**src/rtl/uart_fifo_bridge.sv**
```systemverilog
// Byte FIFOs between a host and a UART core, with TX and RX handshake FSMs.
// Define UART_FIFO_OVERRUN_EN to drop on RX-full with a sticky rx_overrun flag.
module uart_fifo_bridge #(
  parameter int DEPTH = 8
) (
  input  logic                     clk,
  input  logic                     rst_n,
  input  logic                     tx_wr_en,
  input  logic [7:0]               tx_din,
  output logic                     tx_full,
  output logic [$clog2(DEPTH):0]   tx_count,
  input  logic                     rx_rd_en,
  output logic [7:0]               rx_dout,
  output logic                     rx_empty,
  output logic [$clog2(DEPTH):0]   rx_count,
  output logic                     uart_wr_en,
  output logic [7:0]               uart_din,
  input  logic                     uart_tx_busy,
  input  logic                     uart_rdy,
  output logic                     uart_rdy_clr,
  input  logic [7:0]               uart_dout
`ifdef UART_FIFO_OVERRUN_EN
  ,
  output logic                     rx_overrun,
  input  logic                     overrun_clr
`endif
);

  localparam int AW = $clog2(DEPTH);
  localparam int CW = AW + 1;
  localparam logic [CW-1:0] FULL_CNT = CW'(DEPTH);

  typedef enum logic [1:0] {TX_IDLE, TX_SEND, TX_WAIT} tx_state_t;
  typedef enum logic {RX_IDLE, RX_CLR} rx_state_t;

  function automatic logic [CW-1:0] next_count(input logic [CW-1:0] cnt,
                                               input logic push, input logic pop);
    case ({push, pop})
      2'b10:   return cnt + CW'(1);
      2'b01:   return cnt - CW'(1);
      default: return cnt;
    endcase
  endfunction

  // ---------------- TX FIFO and transmit handshake ----------------
  logic [7:0]    r_tx_mem [DEPTH];
  logic [AW-1:0] r_tx_wptr, r_tx_rptr;
  logic [CW-1:0] r_tx_count;
  logic          r_tx_full;
  tx_state_t     r_tx_state;
  logic          r_uart_wr_en;
  logic [7:0]    r_uart_din;
  logic          w_tx_push, w_tx_pop;
  logic [CW-1:0] w_tx_count_nxt;

  assign w_tx_push      = tx_wr_en && !r_tx_full;
  assign w_tx_pop       = (r_tx_state == TX_IDLE) && (r_tx_count != '0) && !uart_tx_busy;
  assign w_tx_count_nxt = next_count(r_tx_count, w_tx_push, w_tx_pop);

  always_ff @(posedge clk) begin
    if (w_tx_push) r_tx_mem[r_tx_wptr] <= tx_din;
  end

  always_ff @(posedge clk) begin
    if (!rst_n) begin
      r_tx_wptr  <= '0;
      r_tx_rptr  <= '0;
      r_tx_count <= '0;
      r_tx_full  <= 1'b0;
    end else begin
      if (w_tx_push) r_tx_wptr <= r_tx_wptr + AW'(1);
      if (w_tx_pop)  r_tx_rptr <= r_tx_rptr + AW'(1);
      r_tx_count <= w_tx_count_nxt;
      r_tx_full  <= (w_tx_count_nxt == FULL_CNT);
    end
  end

  // Strobe stays high until the core acknowledges by raising busy.
  always_ff @(posedge clk) begin
    if (!rst_n) begin
      r_tx_state   <= TX_IDLE;
      r_uart_wr_en <= 1'b0;
      r_uart_din   <= 8'h00;
    end else begin
      case (r_tx_state)
        TX_IDLE: if (w_tx_pop) begin
          r_uart_din   <= r_tx_mem[r_tx_rptr];
          r_uart_wr_en <= 1'b1;
          r_tx_state   <= TX_SEND;
        end
        TX_SEND: if (uart_tx_busy) begin
          r_uart_wr_en <= 1'b0;
          r_tx_state   <= TX_WAIT;
        end
        TX_WAIT: if (!uart_tx_busy) r_tx_state <= TX_IDLE;
        default: r_tx_state <= TX_IDLE;
      endcase
    end
  end

  // ---------------- RX FIFO and receive handshake ----------------
  logic [7:0]    r_rx_mem [DEPTH];
  logic [AW-1:0] r_rx_wptr, r_rx_rptr;
  logic [CW-1:0] r_rx_count;
  logic          r_rx_empty;
  logic [7:0]    r_rx_dout;
  rx_state_t     r_rx_state;
  logic          r_uart_rdy_clr;
  logic          w_rx_full, w_rx_pop, w_rx_take, w_rx_push, w_rx_ack;
  logic [AW-1:0] w_rx_rptr_nxt;
  logic [CW-1:0] w_rx_count_nxt;
  logic [7:0]    w_rx_head_nxt;

  assign w_rx_full      = (r_rx_count == FULL_CNT);
  assign w_rx_pop       = rx_rd_en && !r_rx_empty;
  assign w_rx_take      = (r_rx_state == RX_IDLE) && uart_rdy;
  assign w_rx_push      = w_rx_take && (!w_rx_full || w_rx_pop);
  assign w_rx_rptr_nxt  = w_rx_pop ? r_rx_rptr + AW'(1) : r_rx_rptr;
  assign w_rx_count_nxt = next_count(r_rx_count, w_rx_push, w_rx_pop);

`ifdef UART_FIFO_OVERRUN_EN
  logic w_rx_drop;
  logic r_rx_overrun;

  assign w_rx_drop  = w_rx_take && w_rx_full && !w_rx_pop;
  assign w_rx_ack   = w_rx_push || w_rx_drop;
  assign rx_overrun = r_rx_overrun;

  // A drop wins over a clear in the same cycle so no loss goes unreported.
  always_ff @(posedge clk) begin
    if (!rst_n)           r_rx_overrun <= 1'b0;
    else if (w_rx_drop)   r_rx_overrun <= 1'b1;
    else if (overrun_clr) r_rx_overrun <= 1'b0;
  end
`else
  assign w_rx_ack = w_rx_push;
`endif

  // Registered show-ahead head: the byte being written lands directly when it becomes head.
  always_comb begin
    w_rx_head_nxt = r_rx_dout;
    if (w_rx_count_nxt != '0) begin
      if (w_rx_push && (r_rx_count == CW'(w_rx_pop))) w_rx_head_nxt = uart_dout;
      else                                              w_rx_head_nxt = r_rx_mem[w_rx_rptr_nxt];
    end
  end

  always_ff @(posedge clk) begin
    if (w_rx_push) r_rx_mem[r_rx_wptr] <= uart_dout;
  end

  always_ff @(posedge clk) begin
    if (!rst_n) begin
      r_rx_wptr  <= '0;
      r_rx_rptr  <= '0;
      r_rx_count <= '0;
      r_rx_empty <= 1'b1;
      r_rx_dout  <= 8'h00;
    end else begin
      if (w_rx_push) r_rx_wptr <= r_rx_wptr + AW'(1);
      r_rx_rptr  <= w_rx_rptr_nxt;
      r_rx_count <= w_rx_count_nxt;
      r_rx_empty <= (w_rx_count_nxt == '0);
      r_rx_dout  <= w_rx_head_nxt;
    end
  end

  always_ff @(posedge clk) begin
    if (!rst_n) begin
      r_rx_state     <= RX_IDLE;
      r_uart_rdy_clr <= 1'b0;
    end else begin
      case (r_rx_state)
        RX_IDLE: if (w_rx_ack) begin
          r_uart_rdy_clr <= 1'b1;
          r_rx_state     <= RX_CLR;
        end
        RX_CLR: if (!uart_rdy) begin
          r_uart_rdy_clr <= 1'b0;
          r_rx_state     <= RX_IDLE;
        end
        default: r_rx_state <= RX_IDLE;
      endcase
    end
  end

  assign tx_full      = r_tx_full;
  assign tx_count     = r_tx_count;
  assign uart_wr_en   = r_uart_wr_en;
  assign uart_din     = r_uart_din;
  assign rx_dout      = r_rx_dout;
  assign rx_empty     = r_rx_empty;
  assign rx_count     = r_rx_count;
  assign uart_rdy_clr = r_uart_rdy_clr;

endmodule

```
**config.mk**
```make
export PLATFORM = sky130hd
export DESIGN_NAME = uart_fifo_bridge
export DESIGN_NICKNAME = d
export VERILOG_FILES = /design/src/rtl/uart_fifo_bridge.sv
export SDC_FILE = /design/constraint.sdc
export NUM_CORES = 1
export LEC_CHECK = 0
export ABC_AREA = 1
export CAP_MARGIN = 0
export CORE_UTILIZATION = 53
export CTS_CLUSTER_DIAMETER = 50
export DETAILED_ROUTE_END_ITERATION = 16
export GPL_TIMING_DRIVEN = 1
export HOLD_SLACK_MARGIN = 0.05
export PLACE_DENSITY_LB_ADDON = 0.12
export SLEW_MARGIN = 20
export SYNTH_ARGS = -nofsm -noshare
export SYNTH_HDL_FRONTEND = slang
export SYNTH_SLANG_ARGS = --single-unit
```
**constraint.sdc**
```tcl
create_clock -name clk -period 2.35 [get_ports clk]
set_input_delay 0.47 -clock clk [delete_from_list [all_inputs] [get_ports clk]]
set_output_delay 0.47 -clock clk [all_outputs]
set_load 0.02 [all_outputs]
```
=== Word-level counts from Yosys, hierarchy flattened ===
Memory sizes are Yosys's and may differ from the RTL's. A register that Yosys moved wholly into a read port is not among the register bits.
Cells that the tools add are included.

* RAM bits: 128
* Memory bits (read-only): 0
* Bits in latches: 0
* Memories: 2
* Output and inout bits: 28
* Logic and storage cells: 80
* Bits in registers: 35

{| class="wikitable"
|+ Memory list
! memory !! depth !! bits a word !! read ports !! clocked after Yosys merged registers in !! wr ports !! line !! source
|-
| r_rx_mem || 8 || 8 || 1 || 0 || 1 || 102 || <nowiki>logic [7:0] r_rx_mem [DEPTH];</nowiki>
|-
| r_tx_mem || 8 || 8 || 1 || 1 || 1 || 46 || <nowiki>logic [7:0] r_tx_mem [DEPTH];</nowiki>
|}

* Divide/modulo/power cells: 0
* $add $sub $neg: 8
* Reductions and logical operators: 22
* Shift operators: 0
* Multiplexer cells: 20
* Bitwise gates (word level): 1
* Order comparisons: 0
* $mul: 0
* Equality and inequality tests: 14

{| class="wikitable"
|+ Operators with widths
! kind !! number
|-
| $pmux 4 s2 || 2
|-
| $add 3x1->3 const B || 4
|-
| $ne 2x2->1 const B || 5
|-
| $mux 1 || 9
|-
| $add 4x1->4 const B || 2
|-
| $eq 4x4->1 const B || 2
|-
| $mux 8 || 1
|-
| $reduce_bool 4->1 || 2
|-
| $sub 4x1->4 const B || 2
|-
| $logic_and 1x1->1 || 7
|-
| $eq 2x1->1 const B || 3
|-
| $eq 2x2->1 const B || 3
|-
| $mux 2 || 3
|-
| $pmux 1 s2 || 3
|-
| $pmux 2 s3 || 1
|-
| $reduce_and 3->1 || 2
|-
| $logic_not 1->1 || 5
|-
| $eq 4x1->1 || 1
|-
| $logic_not 4->1 || 1
|-
| $reduce_and 2->1 || 2
|-
| $mux 3 || 1
|-
| $logic_not 2->1 || 1
|-
| $reduce_bool 2->1 || 1
|-
| $logic_or 1x1->1 || 1
|-
| $not 1->1 || 1
|}

=== Longest topological paths before layout ===
Gate-level depths: netlist of run 1.

* Depth in word-level cells: 7
* Mapped depth: 15
* Depth with buffers taken out: 15

=== Worst setup path after synthesis of run 1 ===
Ideal clock, no wire load.

* Path kind: register to register
* Start point: register r_tx_count[1] (netlist: tx_count[1])
* End point: register r_tx_full (netlist: tx_full)
* Library setup time: 0.064 ns
* Arrival: 2.420 ns
* Required time: 2.286 ns
* Slack: -0.135 ns
* Stages on the path, launching flop included: 14
* Period minus slack after synthesis: 2.485 ns
* Path through: dfxtp_1 or2_2 nor3_1 nor2_1 nand2_1 clkinv_1 ha_1 xor2_1 ha_1 a21oi_1 xnor2_1 mux2i_1 nand3_1 nor2_1

* Longest elaborated chain between the ends: 6
* Elaborated cells between the ends (all ways): 9
* Classes of those cells: add/sub: 2; eq/ne: 3; mux: 1; reduce/logical: 3

{| class="wikitable"
|+ RTL lines
! element !! line !! source
|-
| start, declared || 48 || <nowiki>logic [CW-1:0] r_tx_count;</nowiki>
|-
| start signal, assigned || 73 || <nowiki>r_tx_count <= w_tx_count_nxt;</nowiki>
|-
| $reduce_bool 4->1 || 57 || <nowiki>assign w_tx_pop = (r_tx_state == TX_IDLE) && (r_tx_count != '0) && !uart_tx_busy;</nowiki>
|-
| $logic_and 1x1->1 (2 in series) || 57 ||
|-
| $eq 2x1->1 / $eq 2x2->1 (equally long branches) || 38 || <nowiki>case ({push, pop})</nowiki>
|-
| $pmux 4 s2 * || 38 ||
|-
| $eq 4x4->1 * || 74 || <nowiki>r_tx_full <= (w_tx_count_nxt == FULL_CNT);</nowiki>
|-
| end signal, assigned || 74 ||
|-
| end, declared || 49 || <nowiki>logic r_tx_full;</nowiki>
|}

Mark *: on every way between the ends. The rest lies on a longest branch, timed or not.
A chain may end at the register's enable or synchronous reset.

=== Final worst setup path of run 1 ===
* Start point: input port uart_rdy
* End point: register r_rx_dout[5] (netlist: rx_dout[5])

* Longest elaborated chain between the ends: 5
* Elaborated cells between the ends (all ways): 8
* Classes of those cells: eq/ne: 2; mux: 2; reduce/logical: 4

{| class="wikitable"
|+ RTL lines
! element !! line !! source
|-
| start, declared || 19 || <nowiki>input logic uart_rdy,</nowiki>
|-
| $logic_and 1x1->1 * || 116 || <nowiki>assign w_rx_take = (r_rx_state == RX_IDLE) && uart_rdy;</nowiki>
|-
| $logic_and 1x1->1 * || 117 || <nowiki>assign w_rx_push = w_rx_take && (!w_rx_full || w_rx_pop);</nowiki>
|-
| $eq 2x1->1 / $eq 2x2->1 (equally long branches) || 38 ||
|-
| $pmux 4 s2 || 38 ||
|-
| $reduce_bool 4->1 || 142 || <nowiki>if (w_rx_count_nxt != '0) begin</nowiki>
|-
| end signal, assigned || 164 || <nowiki>r_rx_dout <= w_rx_head_nxt;</nowiki>
|-
| end, declared || 106 || <nowiki>logic [7:0] r_rx_dout;</nowiki>
|}

Marks and branches as above.

==> results.sh, run 1 <==
export IMPL_start_util_pct=54.40
export IMPL_netlist_instances=693
export IMPL_cts_sinks=171
export IMPL_period_needed_ps=2251
export IMPL_die_w_um=118.8
export IMPL_clockBufferDepth=2
export IMPL_place_area_mm2=0.008272
export IMPL_final_cell_mix="132 x nand2_1, 128 x edfxtp_1, 83 x nand3_1"
export IMPL_synth_edf_count=128
export IMPL_finalSetupViolCount=0
export IMPL_antenna_found_initial=0
export IMPL_globalRoute_totalOverflow=0
export IMPL_fillers=1036
export IMPL_preCtsSetupSlack_ps=-329.0
export IMPL_grt_util_all_layers_pct=23.17
export IMPL_drive_gt1_share_pct=13.72
export IMPL_max_cap_violations=0
export IMPL_cp_max_fo=5
export IMPL_cp_arrival_ps=2570
export IMPL_syn_area_mm2=0.007233
export IMPL_root_buffer="clkbuf_16"
export IMPL_dp_hpwl_um=10180
export IMPL_cts_tree="yes"
export IMPL_synth_ff_type="edfxtp_1"
export IMPL_path_class="primary input to register"
export IMPL_yosysWarnings=0
export IMPL_leakagePower_nw=3.513
export IMPL_grt_pass1_vias=5104
export IMPL_final_hold_viol_count=0
export IMPL_drv_slew=0
export IMPL_ios=50
export IMPL_drtIter0Drc=442
export IMPL_timing_critical_path_mode_cell="nand2_1"
export IMPL_rows=42
export IMPL_yosysSeqAreaShare_pct=65.04
export IMPL_final_cells=978
export IMPL_end_kind="register"
export IMPL_max_slew_margin_pct=51.37
export IMPL_holdCritPathClass="register to register"
export IMPL_clock_skew_ps=7.728
export IMPL_vias=5189
export IMPL_nets=821
export IMPL_period_share_pct=95.79
export IMPL_powerDensity_mw_per_mm2=1129
export IMPL_gp_congestion=0.8501
export IMPL_ant_nets=0
export IMPL_synth_nets=725
export IMPL_clock_latency_ps=420
export IMPL_outcome="complete, no violations"
export IMPL_die_area_mm2=0.01412
export IMPL_async_flop_share_pct=0
export IMPL_tightestPinTransition_ps=728.4
export IMPL_via_per_inst=5.306
export IMPL_grt_max_degree=34
export IMPL_routed_wl_um=15460
export IMPL_fin_area_mm2=0.008886
export IMPL_crit_chain="clkdlybuf4s50_1, nand2_1, nand2_2, inv_1, ha_1, buf_4, xnor2_1, nand2_1, nand2_1, nor2_4, buf_4, nand4_1, nand2_1, nor2_1"
export IMPL_path_clk_slew_ps=60
export IMPL_ys_ff_latch=171
export IMPL_cts_made_buffers=17
export IMPL_die_h_um=118.8
export IMPL_cp_slowest_cell="clkdlybuf4s50_1"
export IMPL_required_ps=2660
export IMPL_syn_avg_cell_area_um2=10.44
export IMPL_peakVddDrop_v=0.0005870
export IMPL_ys_types=35
export IMPL_layout_cells_most_common="nand2_1"
export IMPL_dp_cells=944
export IMPL_hold_buffers=0
export IMPL_wire_per_inst_um=15.81
export IMPL_antenna_cells=0
export IMPL_core_area_mm2=0.01330
export IMPL_syn2layout_area_growth_pct=22.85
export IMPL_worstSetupStartpointType="primary input"
export IMPL_cp_slowest_stage_delay_ps=490
export IMPL_setup_slack_ps=99.02
export IMPL_drc=0
export IMPL_grt_pass1_wl_um=24800
export IMPL_port_buffers=49
export IMPL_fmax_mhz=444.3
export IMPL_firstDrtPassIters=5
export IMPL_h_tree_depth=4
## per-stage QoR
step	TNS [ps]	hold slack (ps)	total power, mW	util [%]
2_1_floorplan	0	426.1	5.971	-
3_3_place_gp	-1579	436.8	7.189	62.22
3_5_place_dp	-4260	451.4	7.293	62.22
5_1_grt	-14.46	488.6	10.58	66.84
4_1_cts	0	459.6	9.988	66.53
6_report	0	459.0	10.03	66.84
## path summary, 6_finish.rpt
| path | endpoint | slack [ps] | cells after the start | start |
|---|---|---|---|---|
| worst max register to register | tx_full | 160 | 13 | tx_count[1] |
| worst max-delay path | rx_dout[5] | 100 | 14 | uart_rdy |
| worst min register to register | r_tx_state[1] | 460 | 1 | r_tx_state[1] |
| worst min-delay path | r_tx_state[1] | 460 | 1 | r_tx_state[1] |
## critical path: cells and delay by family
kind | cells | cell delay [ps]
and+or+nand+nor | 8 | 810
buffers and inverters | 4 | 860
xor gates and xnor gates | 1 | 120
adders and majority gates | 1 | 310
## timing repair
action                                  in CTS  in global routing
resized for setup                            0                  6
endpoints found under the hold margin        0                  0
buffers inserted                             0                  1
endpoints found under the setup margin       0                  9
## state kept, by name, summed over array words and instances (netlist names)
signal / flops
r_rx_mem: 64
r_tx_mem: 64
rx_dout: 8
uart_din: 8
rx_count: 4
tx_count: 4
r_rx_rptr: 3
r_rx_wptr: 3
r_tx_rptr: 3
r_tx_wptr: 3
r_tx_state: 2
r_rx_state: 1
rx_empty: 1
tx_full: 1
uart_rdy_clr: 1
uart_wr_en: 1
## layer usage
layer  vias to the layer above  routed length (µm)  track usage, %
li1                       2570                   -               -
met1                      2451                6473           27.49
met2                       132                7795           39.84
met3                        36                 664           4.741
met4                         0                 530           12.03
met5                         -                   0               0
## where the power goes
part	leakage (nW)	internal (mW)	switching [mW]
Clock	0.273	1.57	1.14
Sequential	1.51	3.56	0.175
Combinational	1.73	1.42	2.17
Total	3.51	6.54	3.48
## cell usage after synthesis, types with 3 or more instances
cell	number	area (µm²)
a21oi_1	27	135.1
buf_2	7	35.03
buf_4	3	22.52
clkbuf_1	12	45.04
dfxtp_1	43	860.8
edfxtp_1	128	3844
ha_1	9	112.6
inv_1	59	221.5
inv_2	4	15.01
nand2_1	134	503.0
nand2_2	6	37.54
nand3_1	83	415.4
nand4_1	4	25.02
nor2_1	82	307.8
o211ai_1	9	67.56
o21ai_0	39	195.2
o221ai_1	8	70.07
o22ai_1	8	50.05
xnor2_1	3	26.28
xor2_1	5	43.79
## area by class of cell
type | instances | area [µm²] | share of cell area (%)
flip-flops and latches | 171 | 4705 | 52.94
well taps | 176 | 220.2 | 2.478
clock buffers | 18 | 429.2 | 4.830
inverters | 64 | 244.0 | 2.746
clock inverters | 14 | 145.1 | 1.633
repair buffers | 101 | 945.9 | 10.64
multi-input cells | 434 | 2197 | 24.73
## cells by family after synthesis
group / count (synthesis) / share of synthesized area, %
compound gates: 93 / 7.404
xor+xnor: 10 / 1.574
fa+ha+maj: 10 / 1.834
buf+inv: 89 / 4.999
flops: 171 / 65.04
mux: 1 / 0.1384
simple gates: 319 / 19.01
(Power assumes the default switching activity.)
==> run 2, diff against run 1 <==
--- a/config.mk
+++ b/config.mk
@@ -12,7 +12,7 @@
 export DETAILED_ROUTE_END_ITERATION = 16
 export GPL_TIMING_DRIVEN = 1
 export HOLD_SLACK_MARGIN = 0.05
-export PLACE_DENSITY_LB_ADDON = 0.12
+export PLACE_DENSITY_LB_ADDON = 0.1
 export SLEW_MARGIN = 20
 export SYNTH_ARGS = -nofsm -noshare
 export SYNTH_HDL_FRONTEND = slang
==> run 2 against run 1 <==
Net effect: sequential cell count stayed put; maximum frequency grew 3.3%; count of clock-buffer cells in the layout grew 2; hold slack improved by 2.5 ps; utilization rose by 0.23 points; worst setup slack improved by 73 ps; power rose by 0.51%; highest routed layer unchanged; routed wire length is 4.6% higher; clock power is 2% higher; clock skew shrank 1.8 ps.
==> results.sh, run 2 (synthesis results as in run 1) <==
export IMPL_ant_nets=0
export IMPL_dp_cells=951
export IMPL_path_clk_slew_ps=60
export IMPL_cp_slowest_cell="or2_2"
export IMPL_r2r_start="tx_count[1]"
export IMPL_reg2regPathDepth=13
export IMPL_rows=42
export IMPL_cp_top_family="simple AND/OR/NAND/NOR gates"
export IMPL_cp_slowest_stage_delay_ps=320
export IMPL_required_ps=2710
export IMPL_ios=50
export IMPL_cts_sinks=171
export IMPL_cp_arrival_ps=2540
export IMPL_tightestPinTransition_ps=717.2
export IMPL_period_share_pct=92.69
export IMPL_outcome="complete, no violations"
export IMPL_path_class="register to register"
export IMPL_die_w_um=118.8
export IMPL_end_kind="register"
export IMPL_cts_made_buffers=17
export IMPL_holdCritPathClass="register to register"
export IMPL_r2r_end="tx_full"
export IMPL_vias=5341
export IMPL_via_per_inst=5.428
export IMPL_drv_slew=0
export IMPL_r2r_slack_ps=170
export IMPL_clockBufferDepth=2
export IMPL_nets=827
export IMPL_die_area_mm2=0.01412
export IMPL_antenna_found_initial=0
export IMPL_gp_congestion=0.8709
export IMPL_drc=0
export IMPL_total_power_mw=10.08
export IMPL_final_cells=984
export IMPL_largestRegisters="r_rx_mem x64, r_tx_mem x64"
export IMPL_multi_input_area_mm2=0.002195
export IMPL_whs_endpoint="r_tx_state[1]"
export IMPL_core_area_mm2=0.01330
export IMPL_peakVddDrop_v=0.0007519
export IMPL_regArea_mm2=0.004705
export IMPL_root_buffer="clkbuf_16"
export IMPL_setup_slack_ps=171.8
export IMPL_max_slew_margin_pct=52.18
export IMPL_powerDensity_mw_per_mm2=1130
export IMPL_dp_hpwl_um=10760
export IMPL_globalRoute_totalOverflow=0
export IMPL_final_hold_viol_count=0
export IMPL_hold_path_depth=1
export IMPL_crit_chain="or2_2, nor3_2, nor2_1, nand2_2, clkinv_2, ha_2, xor2_2, ha_1, a21oi_2, xnor2_1, mux2i_1, nand3_1, nor2_1"
export IMPL_preCtsSetupSlack_ps=-340.9
export IMPL_wire_per_inst_um=16.44
export IMPL_start_util_pct=54.40
export IMPL_layout_cells_most_common="nand2_1"
export IMPL_syn2layout_area_growth_pct=23.27
export IMPL_timing_critical_path_mode_cell="nor2_1"
export IMPL_cts_tree="yes"
export IMPL_port_buffers=49
export IMPL_period_needed_ps=2178
export IMPL_min_delay_start="r_tx_state[1]"
export IMPL_h_tree_depth=4
export IMPL_routed_wl_um=16180
export IMPL_drtIter0Drc=408
export IMPL_max_cap_violations=0
export IMPL_grt_pass1_wl_um=25510
export IMPL_grt_max_degree=35
export IMPL_antenna_cells=0
export IMPL_leakagePower_nw=3.532
export IMPL_clock_skew_ps=5.962
export IMPL_finalSetupViolCount=0
export IMPL_grt_pass1_vias=5235
export IMPL_grt_util_all_layers_pct=23.97
export IMPL_worst_path_buf_inv=1
export IMPL_fmax_mhz=459.1
export IMPL_cp_max_fo=4
export IMPL_die_h_um=118.8
export IMPL_clock_latency_ps=420
export IMPL_worstSetupStartpointType="register"
export IMPL_final_cell_mix="132 x nand2_1, 128 x edfxtp_1, 83 x nand3_1"
export IMPL_fillers=990
export IMPL_firstDrtPassIters=5
export IMPL_drive_gt1_share_pct=14.23
## run 2: changes by cell type in the layout (fill, tap and decap cells not counted), sizes merged, moves of 2 or more
cell      delta
buf          +7
inv          -2
clkinvlp     -2
clkbuf       +2
## run 2: area by class of cell
cell class / count / share of cell area, %
clock buffer: 20 / 4.898
clock inverter: 12 / 1.656
inverter: 64 / 2.708
multi-input combinational: 433 / 24.61
sequential: 171 / 52.76
tap: 176 / 2.470
timing repair buffer: 108 / 10.89
## run 2: layer usage
layer / global-route usage (%) / share of wire, % / vias up
met5: 0 / 0 / -
met4: 8.228 / 1.2 / 0
met1: 30.01 / 41 / 2551
met2: 41.34 / 51 / 187
met3: 5.029 / 6.6 / 21
li1: - / - / 2582
## run 2: stage by stage
step           area [µm²]  hold WS, ps  TNS [ps]  util, %
5_1_grt              8916        482.8    -38.25    67.06
4_1_cts              8884        464.2         0    66.82
2_1_floorplan        7237        426.1         0        -
3_5_place_dp         8299        454.5     -3032    62.42
3_3_place_gp         8299        436.4     -1901    62.42
6_report             8916        461.5         0    67.06
## run 2: worst max-delay path by stage
stage | to | from | depth (start not counted) | slack, ps
after detailed placement | rx_dout[5] | uart_rdy | 15 | -340
after floorplan | tx_full | tx_count[1] | 13 | 20
after global placement | rx_dout[0] | uart_rdy | 15 | -240
final | tx_full | tx_count[1] | 13 | 170
after CTS | tx_full | tx_count[1] | 13 | 50
after global routing | tx_full | tx_count[1] | 13 | -40
## run 2: where the power goes
part | internal, mW | leakage (nW) | switching, mW
combinational | 1.38 | 1.74 | 2.18
clock | 1.66 | 0.282 | 1.09
sequential | 3.56 | 1.51 | 0.200
total | 6.61 | 3.53 | 3.47
## run 2: what timing repair did
item,CTS,global route
buffers inserted,0,1
hold buffers,0,0
endpoints found under the setup margin,0,10
gates resized for setup,0,6
